## src/rtl/fft_twiddle_sequencer_pkg.sv

```systemverilog
// ---------------------------------------------------------------------------
// fft_twiddle_sequencer_pkg
// Shared constants, types and the twiddle-index helper for the FFT twiddle
// sequencer. The geometry is an 8-point radix-2 DIT FFT, so there are three
// stages of four butterflies, and each CWT scale owns four consecutive words
// in the twiddle ROM pair.
// ---------------------------------------------------------------------------
package fft_twiddle_sequencer_pkg;

  localparam int N_POINTS     = 8;
  localparam int STAGES       = $clog2(N_POINTS);
  localparam int TW_PER_SCALE = N_POINTS / 2;
  localparam int NUM_SCALES   = 7;
  localparam int ADDR_W       = 5;
  localparam int DATA_W       = 16;
  localparam int FIFO_DEPTH   = 4;

  localparam int STAGE_W = $clog2(STAGES);
  localparam int BFLY_W  = $clog2(TW_PER_SCALE);
  localparam int SCALE_W = 3;
  localparam int CNT_W   = $clog2(FIFO_DEPTH + 1);

  typedef enum logic [1:0] {
    ST_IDLE  = 2'd0,
    ST_ISSUE = 2'd1,
    ST_DRAIN = 2'd2
  } seq_state_e;

  // Position of one twiddle in the stage-major / butterfly-minor walk
  typedef struct packed {
    logic [STAGE_W-1:0] stage;
    logic [BFLY_W-1:0]  bfly;
  } tw_tag_t;

  // One buffered twiddle: its position plus both ROM components
  typedef struct packed {
    tw_tag_t           tag;
    logic [DATA_W-1:0] re;
    logic [DATA_W-1:0] im;
  } tw_entry_t;

  localparam int ENTRY_W = $bits(tw_entry_t);

  // Twiddle index within a scale: k = (b & ((1<<s)-1)) << (STAGES-1-s).
  // The masked value is below 2^s, so the shift never leaves BFLY_W bits.
  function automatic logic [BFLY_W-1:0] tw_index(input logic [STAGE_W-1:0] s,
                                                 input logic [BFLY_W-1:0]  b);
    logic [BFLY_W-1:0]  mask;
    logic [STAGE_W-1:0] sh;
    mask = '0;
    for (int i = 0; i < BFLY_W; i++) begin
      mask[i] = (i < int'(s)) ? 1'b1 : 1'b0;
    end
    sh = STAGE_W'(STAGES - 1) - s;
    return (b & mask) << sh;
  endfunction

  // Full ROM address: scale base plus twiddle index
  function automatic logic [ADDR_W-1:0] tw_addr(input logic [SCALE_W-1:0] scale,
                                                input logic [STAGE_W-1:0] s,
                                                input logic [BFLY_W-1:0]  b);
    return (ADDR_W'(scale) * ADDR_W'(TW_PER_SCALE)) + ADDR_W'(tw_index(s, b));
  endfunction

endpackage

```

## src/rtl/fft_twiddle_sequencer_fifo.sv

```systemverilog
// ---------------------------------------------------------------------------
// tw_sync_fifo
// Show-ahead synchronous FIFO: rdata_o always presents the head entry while
// valid_o is high. A push and a pop in the same cycle leave the count as is.
// Storage is cleared by reset so the head reads as zero when empty after reset.
//
// Ports:
//   clk      in   clock
//   rst_n    in   asynchronous active-low reset
//   push_i   in   write wdata_i (ignored when full and not popping)
//   wdata_i  in   WIDTH  entry to write
//   pop_i    in   drop the head entry (ignored when empty)
//   rdata_o  out  WIDTH  head entry
//   valid_o  out  FIFO non-empty
//   count_o  out  CNT_W  number of stored entries
// ---------------------------------------------------------------------------
module tw_sync_fifo #(
  parameter  int WIDTH = 8,
  parameter  int DEPTH = 4,
  localparam int PTR_W = (DEPTH > 1) ? $clog2(DEPTH) : 1,
  localparam int CNT_W = $clog2(DEPTH + 1)
) (
  input  logic             clk,
  input  logic             rst_n,
  input  logic             push_i,
  input  logic [WIDTH-1:0] wdata_i,
  input  logic             pop_i,
  output logic [WIDTH-1:0] rdata_o,
  output logic             valid_o,
  output logic [CNT_W-1:0] count_o
);

  logic [WIDTH-1:0] mem_q [DEPTH];
  logic [PTR_W-1:0] wr_ptr_q, wr_ptr_d;
  logic [PTR_W-1:0] rd_ptr_q, rd_ptr_d;
  logic [CNT_W-1:0] count_q, count_d;
  logic             do_push_s;
  logic             do_pop_s;

  // Qualify push/pop against the current occupancy and compute next pointers
  always_comb begin
    do_pop_s  = pop_i && (count_q != CNT_W'(0));
    do_push_s = push_i && ((count_q != CNT_W'(DEPTH)) || do_pop_s);
    wr_ptr_d  = wr_ptr_q;
    rd_ptr_d  = rd_ptr_q;
    count_d   = count_q;
    if (do_push_s) begin
      wr_ptr_d = (wr_ptr_q == PTR_W'(DEPTH - 1)) ? PTR_W'(0) : wr_ptr_q + PTR_W'(1);
    end else begin
      wr_ptr_d = wr_ptr_q;
    end
    if (do_pop_s) begin
      rd_ptr_d = (rd_ptr_q == PTR_W'(DEPTH - 1)) ? PTR_W'(0) : rd_ptr_q + PTR_W'(1);
    end else begin
      rd_ptr_d = rd_ptr_q;
    end
    case ({do_push_s, do_pop_s})
      2'b10:   count_d = count_q + CNT_W'(1);
      2'b01:   count_d = count_q - CNT_W'(1);
      default: count_d = count_q;
    endcase
  end

  // Pointer and occupancy registers
  always_ff @(posedge clk or negedge rst_n) begin
    if (!rst_n) begin
      wr_ptr_q <= '0;
      rd_ptr_q <= '0;
      count_q  <= '0;
    end else begin
      wr_ptr_q <= wr_ptr_d;
      rd_ptr_q <= rd_ptr_d;
      count_q  <= count_d;
    end
  end

  // Entry storage
  always_ff @(posedge clk or negedge rst_n) begin
    if (!rst_n) begin
      for (int i = 0; i < DEPTH; i++) begin
        mem_q[i] <= '0;
      end
    end else if (do_push_s) begin
      mem_q[wr_ptr_q] <= wdata_i;
    end
  end

  assign rdata_o = mem_q[rd_ptr_q];
  assign valid_o = (count_q != CNT_W'(0));
  assign count_o = count_q;

endmodule

```

## src/rtl/fft_twiddle_sequencer.sv

```systemverilog
// ---------------------------------------------------------------------------
// fft_twiddle_sequencer
// Reads the twiddles of one CWT scale from the real/imaginary ROM pair in
// FFT stage/butterfly order and hands them to the butterfly datapath over a
// valid/ready handshake. ROM reads are only issued while the output FIFO is
// guaranteed room for every read in flight, so backpressure never loses or
// re-reads a word.
//
// Ports:
//   clk            in   clock
//   rst_n          in   asynchronous active-low reset
//   start_i        in   request one scale (honoured in IDLE only)
//   scale_i        in   3       scale index, sampled with start_i
//   busy_o         out  sequence in progress
//   done_o         out  pulse when the last twiddle has been accepted
//   err_o          out  pulse when start_i names a scale that does not exist
//   rom_addr_o     out  ADDR_W  registered address to both ROMs
//   rom_re_data_i  in   DATA_W  real ROM data, one cycle after rom_addr_o
//   rom_im_data_i  in   DATA_W  imaginary ROM data, same timing
//   tw_valid_o     out  twiddle available
//   tw_ready_i     in   butterfly accepts the twiddle
//   tw_re_o        out  DATA_W  real component
//   tw_im_o        out  DATA_W  imaginary component
//   tw_stage_o     out  2       stage of the twiddle
//   tw_bfly_o      out  2       butterfly index within the stage
// ---------------------------------------------------------------------------
module fft_twiddle_sequencer
  import fft_twiddle_sequencer_pkg::*;
(
  input  logic                clk,
  input  logic                rst_n,
  input  logic                start_i,
  input  logic [SCALE_W-1:0]  scale_i,
  output logic                busy_o,
  output logic                done_o,
  output logic                err_o,
  output logic [ADDR_W-1:0]   rom_addr_o,
  input  logic [DATA_W-1:0]   rom_re_data_i,
  input  logic [DATA_W-1:0]   rom_im_data_i,
  output logic                tw_valid_o,
  input  logic                tw_ready_i,
  output logic [DATA_W-1:0]   tw_re_o,
  output logic [DATA_W-1:0]   tw_im_o,
  output logic [STAGE_W-1:0]  tw_stage_o,
  output logic [BFLY_W-1:0]   tw_bfly_o
);

  localparam int OCC_W = CNT_W + 1;

  seq_state_e         state_q, state_d;
  logic [SCALE_W-1:0] scale_q, scale_d;
  logic [STAGE_W-1:0] s_q, s_d;
  logic [BFLY_W-1:0]  b_q, b_d;
  logic [ADDR_W-1:0]  rom_addr_q, rom_addr_d;
  logic               busy_q, busy_d;
  logic               done_q, done_d;
  logic               err_q, err_d;

  // Tag pipe: stage 0 is aligned with rom_addr, stage 1 with ROM data
  logic               tag0_v_q, tag1_v_q;
  tw_tag_t            tag0_q, tag1_q;
  tw_tag_t            issue_tag_s;
  logic               issue_s;

  logic [1:0]         inflight_s;
  logic               issue_ok_s;
  logic               pop_s;
  logic [CNT_W-1:0]   fifo_count_s;
  logic               fifo_valid_s;
  tw_entry_t          push_entry_s;
  tw_entry_t          head_s;

  // Reads in flight plus buffered entries must never exceed the FIFO depth
  always_comb begin
    inflight_s = {1'b0, tag0_v_q} + {1'b0, tag1_v_q};
    issue_ok_s = ({1'b0, fifo_count_s} + OCC_W'(inflight_s)) < OCC_W'(FIFO_DEPTH);
    pop_s      = fifo_valid_s && tw_ready_i;
  end

  // Sequencer FSM: next state, counters, ROM address and status pulses
  always_comb begin
    state_d           = state_q;
    scale_d           = scale_q;
    s_d               = s_q;
    b_d               = b_q;
    rom_addr_d        = rom_addr_q;
    busy_d            = busy_q;
    done_d            = 1'b0;
    err_d             = 1'b0;
    issue_s           = 1'b0;
    issue_tag_s.stage = s_q;
    issue_tag_s.bfly  = b_q;
    case (state_q)
      ST_IDLE: begin
        if (start_i) begin
          if (scale_i < SCALE_W'(NUM_SCALES)) begin
            scale_d = scale_i;
            s_d     = '0;
            b_d     = '0;
            busy_d  = 1'b1;
            state_d = ST_ISSUE;
          end else begin
            err_d = 1'b1;
          end
        end else begin
          state_d = ST_IDLE;
        end
      end
      ST_ISSUE: begin
        if (issue_ok_s) begin
          issue_s    = 1'b1;
          rom_addr_d = tw_addr(scale_q, s_q, b_q);
          if (b_q == BFLY_W'(TW_PER_SCALE - 1)) begin
            b_d = '0;
            if (s_q == STAGE_W'(STAGES - 1)) begin
              s_d     = '0;
              state_d = ST_DRAIN;
            end else begin
              s_d = s_q + STAGE_W'(1);
            end
          end else begin
            b_d = b_q + BFLY_W'(1);
          end
        end else begin
          state_d = ST_ISSUE;
        end
      end
      ST_DRAIN: begin
        // Finish on the edge that takes the final entry, so done lines up
        // with the acceptance of the last twiddle.
        if ((inflight_s == 2'd0) &&
            ((fifo_count_s == CNT_W'(0)) ||
             ((fifo_count_s == CNT_W'(1)) && pop_s))) begin
          done_d  = 1'b1;
          busy_d  = 1'b0;
          state_d = ST_IDLE;
        end else begin
          state_d = ST_DRAIN;
        end
      end
      default: begin
        busy_d  = 1'b0;
        state_d = ST_IDLE;
      end
    endcase
  end

  // FSM state, counters and registered status/address outputs
  always_ff @(posedge clk or negedge rst_n) begin
    if (!rst_n) begin
      state_q    <= ST_IDLE;
      scale_q    <= '0;
      s_q        <= '0;
      b_q        <= '0;
      rom_addr_q <= '0;
      busy_q     <= 1'b0;
      done_q     <= 1'b0;
      err_q      <= 1'b0;
    end else begin
      state_q    <= state_d;
      scale_q    <= scale_d;
      s_q        <= s_d;
      b_q        <= b_d;
      rom_addr_q <= rom_addr_d;
      busy_q     <= busy_d;
      done_q     <= done_d;
      err_q      <= err_d;
    end
  end

  // Tag pipe carrying stage/butterfly alongside the ROM read latency
  always_ff @(posedge clk or negedge rst_n) begin
    if (!rst_n) begin
      tag0_v_q <= 1'b0;
      tag1_v_q <= 1'b0;
      tag0_q   <= '0;
      tag1_q   <= '0;
    end else begin
      tag0_v_q <= issue_s;
      tag0_q   <= issue_tag_s;
      tag1_v_q <= tag0_v_q;
      tag1_q   <= tag0_q;
    end
  end

  // Assemble the FIFO entry from the tag and the ROM data that arrive together
  always_comb begin
    push_entry_s.tag = tag1_q;
    push_entry_s.re  = rom_re_data_i;
    push_entry_s.im  = rom_im_data_i;
  end

  tw_sync_fifo #(
    .WIDTH (ENTRY_W),
    .DEPTH (FIFO_DEPTH)
  ) u_fifo (
    .clk     (clk),
    .rst_n   (rst_n),
    .push_i  (tag1_v_q),
    .wdata_i (push_entry_s),
    .pop_i   (pop_s),
    .rdata_o (head_s),
    .valid_o (fifo_valid_s),
    .count_o (fifo_count_s)
  );

  assign busy_o     = busy_q;
  assign done_o     = done_q;
  assign err_o      = err_q;
  assign rom_addr_o = rom_addr_q;
  assign tw_valid_o = fifo_valid_s;
  assign tw_re_o    = head_s.re;
  assign tw_im_o    = head_s.im;
  assign tw_stage_o = head_s.tag.stage;
  assign tw_bfly_o  = head_s.tag.bfly;

endmodule

```

## config.mk

```make
export PLATFORM = sky130hd
export DESIGN_NAME = fft_twiddle_sequencer
export DESIGN_NICKNAME = d
export VERILOG_FILES = /design/src/rtl/fft_twiddle_sequencer_pkg.sv /design/src/rtl/fft_twiddle_sequencer_fifo.sv /design/src/rtl/fft_twiddle_sequencer.sv
export SDC_FILE = /design/constraint.sdc
export NUM_CORES = 1
export LEC_CHECK = 0
export BUFFER_PORTS_ARGS = -buffer_cell sky130_fd_sc_hd__buf_4
export CAP_MARGIN = 20
export CORE_MARGIN = 1.5
export CORE_UTILIZATION = 55
export CTS_BUF_LIST = sky130_fd_sc_hd__clkbuf_4
export DETAILED_ROUTE_END_ITERATION = 12
export PLACE_DENSITY_LB_ADDON = 0.25
export SLEW_MARGIN = 20
export SYNTH_ARGS = -nofsm -noshare
export SYNTH_HDL_FRONTEND = slang
export SYNTH_SLANG_ARGS = --single-unit
```

## constraint.sdc

```tcl
create_clock -name clk -period 2 [get_ports clk]
set_clock_uncertainty 0.2 [all_clocks]
set_input_delay 0.5 -clock clk [delete_from_list [all_inputs] [get_ports clk]]
set_output_delay 0.5 -clock clk [all_outputs]
set_load 0.05 [all_outputs]
```

* Yosys cells after proc, flatten, opt, wreduce, memory -nomap -nowiden
Cells that the tools add are included.
** Cells by class
- Add/subtract/negate cells :: 10
- Multipliers :: 0
- Divide/modulo/power cells :: 0
- $lt $le $gt $ge :: 7
- Eq/ne operators :: 18
- Shift operators :: 1
- Multiplexer cells :: 38
- Bitwise operators :: 4
- Reductions and logical operators :: 20
** Operators by type and width (number)
- 144-bit bitwise mux :: 1
- 36-bit two-way mux :: 3
- 36-bit binary-select mux with 2-bit select :: 1
- 36-bit demux with 2-bit select :: 1
- 2-bit two-way mux :: 15
- 2-bit == test (second input constant) :: 6
- 1-bit two-way mux :: 12
- 3-bit != test (second input constant) :: 4
- 2-bit != test (second input constant) :: 5
- 2-bit by 1-bit adder with 2-bit output (second input constant) :: 4
- 2-bit case mux with 2 select lines :: 2
- 4-bit AND reduction :: 2
- 3-bit >= comparator (second input constant) :: 2
- 1-bit logical AND :: 6
- 2-bit NOT with 3-bit output :: 2
- 2-bit case mux with 3 select lines :: 1
- 3-bit case mux with 2 select lines :: 1
- 3-bit AND reduction :: 2
- 5-bit by 2-bit adder with 5-bit output :: 1
- 5-bit AND reduction :: 1
- 3-bit by 2-bit adder with 4-bit output :: 1
- 2-bit by 1-bit == test with 1-bit output (second input constant) :: 2
- 2-bit logical NOT :: 2
- 1-bit by 2-bit less-than comparator with 1-bit output (first input constant) :: 2
- 17 further kinds :: 19
** Storage, ports and cells
- Flip-flop bits (word level) :: 178
- Bits in latches :: 0
- Memory bits (writable) :: 0
- ROM bits :: 0
- Input port bits :: 39
- Output and inout bits :: 45
- Word-level logic and storage cells :: 119
- Memories :: 0

* Depth between registers and ports, before layout
- Depth after elaboration :: 7
- Mapped depth :: 9
- Gate-level depth less buffers :: 9

* Hierarchy
From an unflattened synthesis, not the netlist that was laid out.
** Unflattened totals
- Cells, all modules :: 472
- Area total of the unflattened synthesis :: 7816.2 um^2
** By module, submodules not included
- tw_sync_fifo :: instances 1, cells each 387, area each 6673.9 um^2, seq. area each 3778.6 um^2
- fft_twiddle_sequencer :: instances 1, cells each 85, area each 1142.3 um^2, seq. area each 675.6 um^2

* Least setup slack after synthesis
OpenSTA, ideal clock, no wires.
- Path kind :: reg2reg
- Start point :: register u_fifo.count_q[0] (netlist: u_fifo.count_o[0])
- End point :: register u_fifo.count_q[2] (netlist: u_fifo.count_o[2])
- Setup time :: 132 ps
- Data arrival time :: 1976 ps
- Setup slack :: -309 ps
- Cell stages (with the launch flop) :: 10
- Buffers on the path :: 0
- Period minus slack after synthesis :: 2309 ps
- Path through :: dfrtp_1 inv_1 ha_1 nand2b_1 nand2_1 inv_1 ha_1 mux2i_1 nor2_1 xor2_1
** On the way
- Cells in the longest elaborated chain, start to end :: 7
- Elaborated cells between the ends (all ways) :: 12
- Those cells by class :: add/sub (2); eq/ne (3); mux (1); reduce/logical (6)
** Ends and longest elaborated chain
- start, declared :: line fft_twiddle_sequencer_fifo.sv:36 : logic [CNT_W-1:0] count_q, count_d;
- start signal, assigned :: line fft_twiddle_sequencer_fifo.sv:73 : count_q <= count_d;
- 3-bit nonzero test * :: line fft_twiddle_sequencer_fifo.sv:89 : assign valid_o = (count_q != CNT_W'(0));
- via tw_valid_o :: line fft_twiddle_sequencer.sv:40 : output logic tw_valid_o,
- 1-bit logical AND :: line fft_twiddle_sequencer.sv:77 : pop_s = fifo_valid_s && tw_ready_i;
- 1-bit logical AND * :: line fft_twiddle_sequencer_fifo.sv:42 : do_pop_s = pop_i && (count_q != CNT_W'(0));
- via u_fifo.do_pop_s :: line fft_twiddle_sequencer_fifo.sv:38 : logic do_pop_s;
- 1-bit logical OR :: line fft_twiddle_sequencer_fifo.sv:43 : do_push_s = push_i && ((count_q != CNT_W'(DEPTH)) || do_pop_s);
- 1-bit logical AND :: line fft_twiddle_sequencer_fifo.sv:43
- 2-bit by 1-bit == test with 1-bit output or 2-bit == test (tied branches) :: line fft_twiddle_sequencer_fifo.sv:57 : case ({do_push_s, do_pop_s})
- 3-bit case mux with 2 select lines or 2-bit nonzero test (tied branches)
Mark *: on every way through the listed nets, which the timed path passes. The rest lies on a longest branch.
A chain may end at the register's enable or synchronous reset.

* Worst setup path after layout
- Start point :: register u_fifo.rd_ptr_q[0]
- End point :: output port tw_im_o[6]
** On the way
- Cells in the longest elaborated chain, start to end :: 4
** Ends and longest elaborated chain
- start, declared :: line fft_twiddle_sequencer_fifo.sv:35 : logic [PTR_W-1:0] rd_ptr_q, rd_ptr_d;
- start signal, assigned :: line fft_twiddle_sequencer_fifo.sv:72 : rd_ptr_q <= rd_ptr_d;
- 2-bit NOT with 3-bit output (implied by the code) :: line fft_twiddle_sequencer_fifo.sv:88 : assign rdata_o = mem_q[rd_ptr_q];
- 36-bit binary-select mux with 2-bit select :: line fft_twiddle_sequencer_fifo.sv:88
- 36-bit two-way mux (implied by the code) (2 in a row) :: line fft_twiddle_sequencer_fifo.sv:88
- end, declared :: line fft_twiddle_sequencer.sv:43 : output logic [DATA_W-1:0] tw_im_o,
No other way between the ends. The select of a mux whose other input is x is not followed.

==> impl_metrics.env <==
export IMPL_status="finished with violations"
export IMPL_violations="setup timing"
export IMPL_synthXorXnorAreaFrac=0.00312
export IMPL_path_common_cell="buf_12"
export IMPL_critPathArrivalTime_ps=1970
export IMPL_cts_tree="done"
export IMPL_drv_slew=0
export IMPL_gp_congestion=0.801
export IMPL_wl_per_cell_um=19.5
export IMPL_rows=45
export IMPL_finalCritPeriodShare=1.34
export IMPL_clock_sinks=178
export IMPL_rsz0062_at_grt="true"
export IMPL_relSlewSlack=0.664
export IMPL_synthAdderAreaFrac=0.0267
export IMPL_synthTopCellsByCount="dfrtp_1 (178), mux2_4 (120), mux4_2 (36)"
export IMPL_synth_simple_area_share=0.0298
export IMPL_synth_seq_cells=178
export IMPL_synth_edf_count=0
export IMPL_portBuffers=83
export IMPL_root_buffer="clkbuf_4"
export IMPL_first_iter_violations=226
export IMPL_antenna_found_initial=0
export IMPL_yosysUniqueCellTypes=37
export IMPL_critPathMaxFanout=7
export IMPL_cts_buffers=17
export IMPL_place_inst=761
export IMPL_syn_instance_count=472
export IMPL_ys_seq_area_frac=0.529
export IMPL_hold_path_class="in2reg"
export IMPL_crit_path_start_kind="flop"
export IMPL_crit_required_ps=1300
export IMPL_dr_pass1_iters=4
export IMPL_yosysWarnings=0
export IMPL_synth_top_area_frac=0.529
export IMPL_wirelength_um=16400
export IMPL_critical_path_max_stage_delay_ps=540
export IMPL_final_hold_viol_count=0
export IMPL_drive_above_1_share=0.588
export IMPL_synth_compound_area_share=0.0157
export IMPL_grt_overflow_total=0
export IMPL_syn_nets=529
export IMPL_post_synth_top_count_cell="dfrtp_1"
export IMPL_hpwl_um=10500
export IMPL_stdcell_count=843
export IMPL_die_w_um=127
export IMPL_via_per_inst=5.49
export IMPL_clk_latency_ps=550
export IMPL_clk_pin_slew_worst_paths_ps=140
export IMPL_htreeDepth=4
export IMPL_nets=699
export IMPL_cts_path_max_buffers=2
export IMPL_ys_top_cells_by_area="dfrtp_1 (53%), mux2_4 (21%), mux4_2 (9.6%)"
export IMPL_start_util=0.558
export IMPL_die_height_um=127
export IMPL_cp_cell_sequence="buf_12 -> buf_12 -> mux4_2 -> buf_6"
export IMPL_ys_async_sr_fraction=1.00
export IMPL_insertedDiodeCount=0
export IMPL_fin_crit_ps=2670
export IMPL_crit_path_end_kind="primary output"
export IMPL_first_global_vias=5127
export IMPL_coreArea_um2=15100
export IMPL_ys_flop_type="dfrtp_1"
export IMPL_synth_cell_area_um2=8430
export IMPL_cp_top_family="multiplexers"
export IMPL_max_cap_viol_count=0
export IMPL_detail_route_antenna_nets=0
export IMPL_path_buf_inv=3
export IMPL_route_detailed_drc=0
export IMPL_worst_slack_ps=-674
export IMPL_max_freq_mhz=374
export IMPL_slowest_stage="mux4_2"
export IMPL_io_pins=84
export IMPL_grt_max_degree=44
export IMPL_avgSynthCellArea_um2=17.9
export IMPL_muxShareOfSynthArea=0.357
export IMPL_track_usage=0.223
export IMPL_tightest_slew_ps=502
export IMPL_num_vias=4624
export IMPL_yosys_area_top_type="dfrtp_1"
export IMPL_die_area_um2=16100
export IMPL_grt_pass1_wl_um=27700
export IMPL_area_growth_pct=26.2
export IMPL_final_setup_viol_count=37
export IMPL_whs_ps=71.5
export IMPL_synth_top_family_by_area="multiplexers"
export IMPL_path_class="reg2out"
cells by family (layout without fill, tap and decap cells):
kind of cell,count (synthesis),in the layout
AO/OA/AOI/OAI,16,16
adder cells (fa/ha/maj),18,18
multiplexers,191,191
XOR/XNOR,3,3
flip-flops,178,178
AND/OR/NAND/NOR,34,34
buffers and inverters,32,215
repair_timing:
action                     CTS  global route
hold buffers                36             0
resized for setup           54            22
pin swaps                    4            11
setup buffers                8             6
setup endpoints to repair   42            69
cloned                       1             1
hold endpoints to repair   238             0
cells in the final DEF, fill, tap and decap left out, types with 4 or more instances in the layout:
cell type,netlist,layout
buf_4,2,68
ha_1,18,13
ha_4,0,4
mux2_4,120,122
dlygate4sd3_1,0,36
mux4_2,36,36
nand3_4,4,4
clkbuf_4,0,19
nand2_1,6,4
buf_6,0,44
mux2_2,34,32
bufinv_16,0,4
nor2_1,6,5
buf_12,12,20
inv_1,11,5
dfrtp_1,178,176
inv_4,0,4
final timing paths:
path | slack (ps) | from | cells past startpoint | to
max in group asynchronous | 780 | rst_n | 3 | u_fifo.rd_ptr_q[0]
hold reg to reg | 160 | tag0_q[2] | 0 | push_entry_s[34]
setup / recovery | -670 | u_fifo.rd_ptr_q[0] | 4 | tw_im_o[6]
min in group asynchronous | 220 | rst_n | 2 | u_fifo.mem_q[140]
hold / removal | 70 | start_i | 3 | err_o
setup reg to reg | 20 | tag1_v_q | 7 | rom_addr_o[0]
flip-flops by register name, indices dropped and copies added, names as in the netlist:
register / count
u_fifo.mem_q: 144
rom_addr_o: 5
push_entry_s: 4
tag0_q: 4
scale_q: 3
u_fifo.count_o: 3
b_q: 2
s_q: 2
state_q: 2
u_fifo.rd_ptr_q: 2
u_fifo.wr_ptr_q: 2
busy_o: 1
done_o: 1
err_o: 1
tag0_v_q: 1
tag1_v_q: 1
final cells by class:
type | instances | area, µm²
Tap cell | 188 | 235
Clock inverter | 13 | 184
Inverter | 11 | 51.3
Multi-Input combinational cell | 262 | 3730
Clock buffer | 19 | 143
Fill cell | 968 | 4450
Sequential cell | 178 | 4460
Timing Repair Buffer | 172 | 1840
per-stage QoR:
step | worst slack, ps | instance area (µm²) | utilization | setup TNS, ps
finish | -674 | 10600 | 0.705 | -22890
floorplan | -55.2 | 8490 | - | -1430
global route | -763 | 10600 | 0.705 | -26990
CTS | -717 | 10500 | 0.698 | -25390
global placement | -120 | 9540 | 0.632 | -2850
detailed placement | -161 | 9540 | 0.632 | -3890
tightest hold or removal path, stage by stage:
cell and delay [ps]:
buf_4 110, nand2_1 110, nor2_1 60
routing by layer:
| metal | wire length [µm] | global-route usage | up-vias |
|---|---|---|---|
| met5 | 0 | 0 | - |
| met4 | 154 | 0.0555 | 0 |
| met3 | 515 | 0.0456 | 15 |
| met1 | 7590 | 0.310 | 2453 |
| met2 | 8180 | 0.365 | 82 |
| li1 | - | - | 2074 |
Power is left out: the tool's default activity adds up to more than one toggle a clock period on the data nets, which glitch-free logic cannot reach.
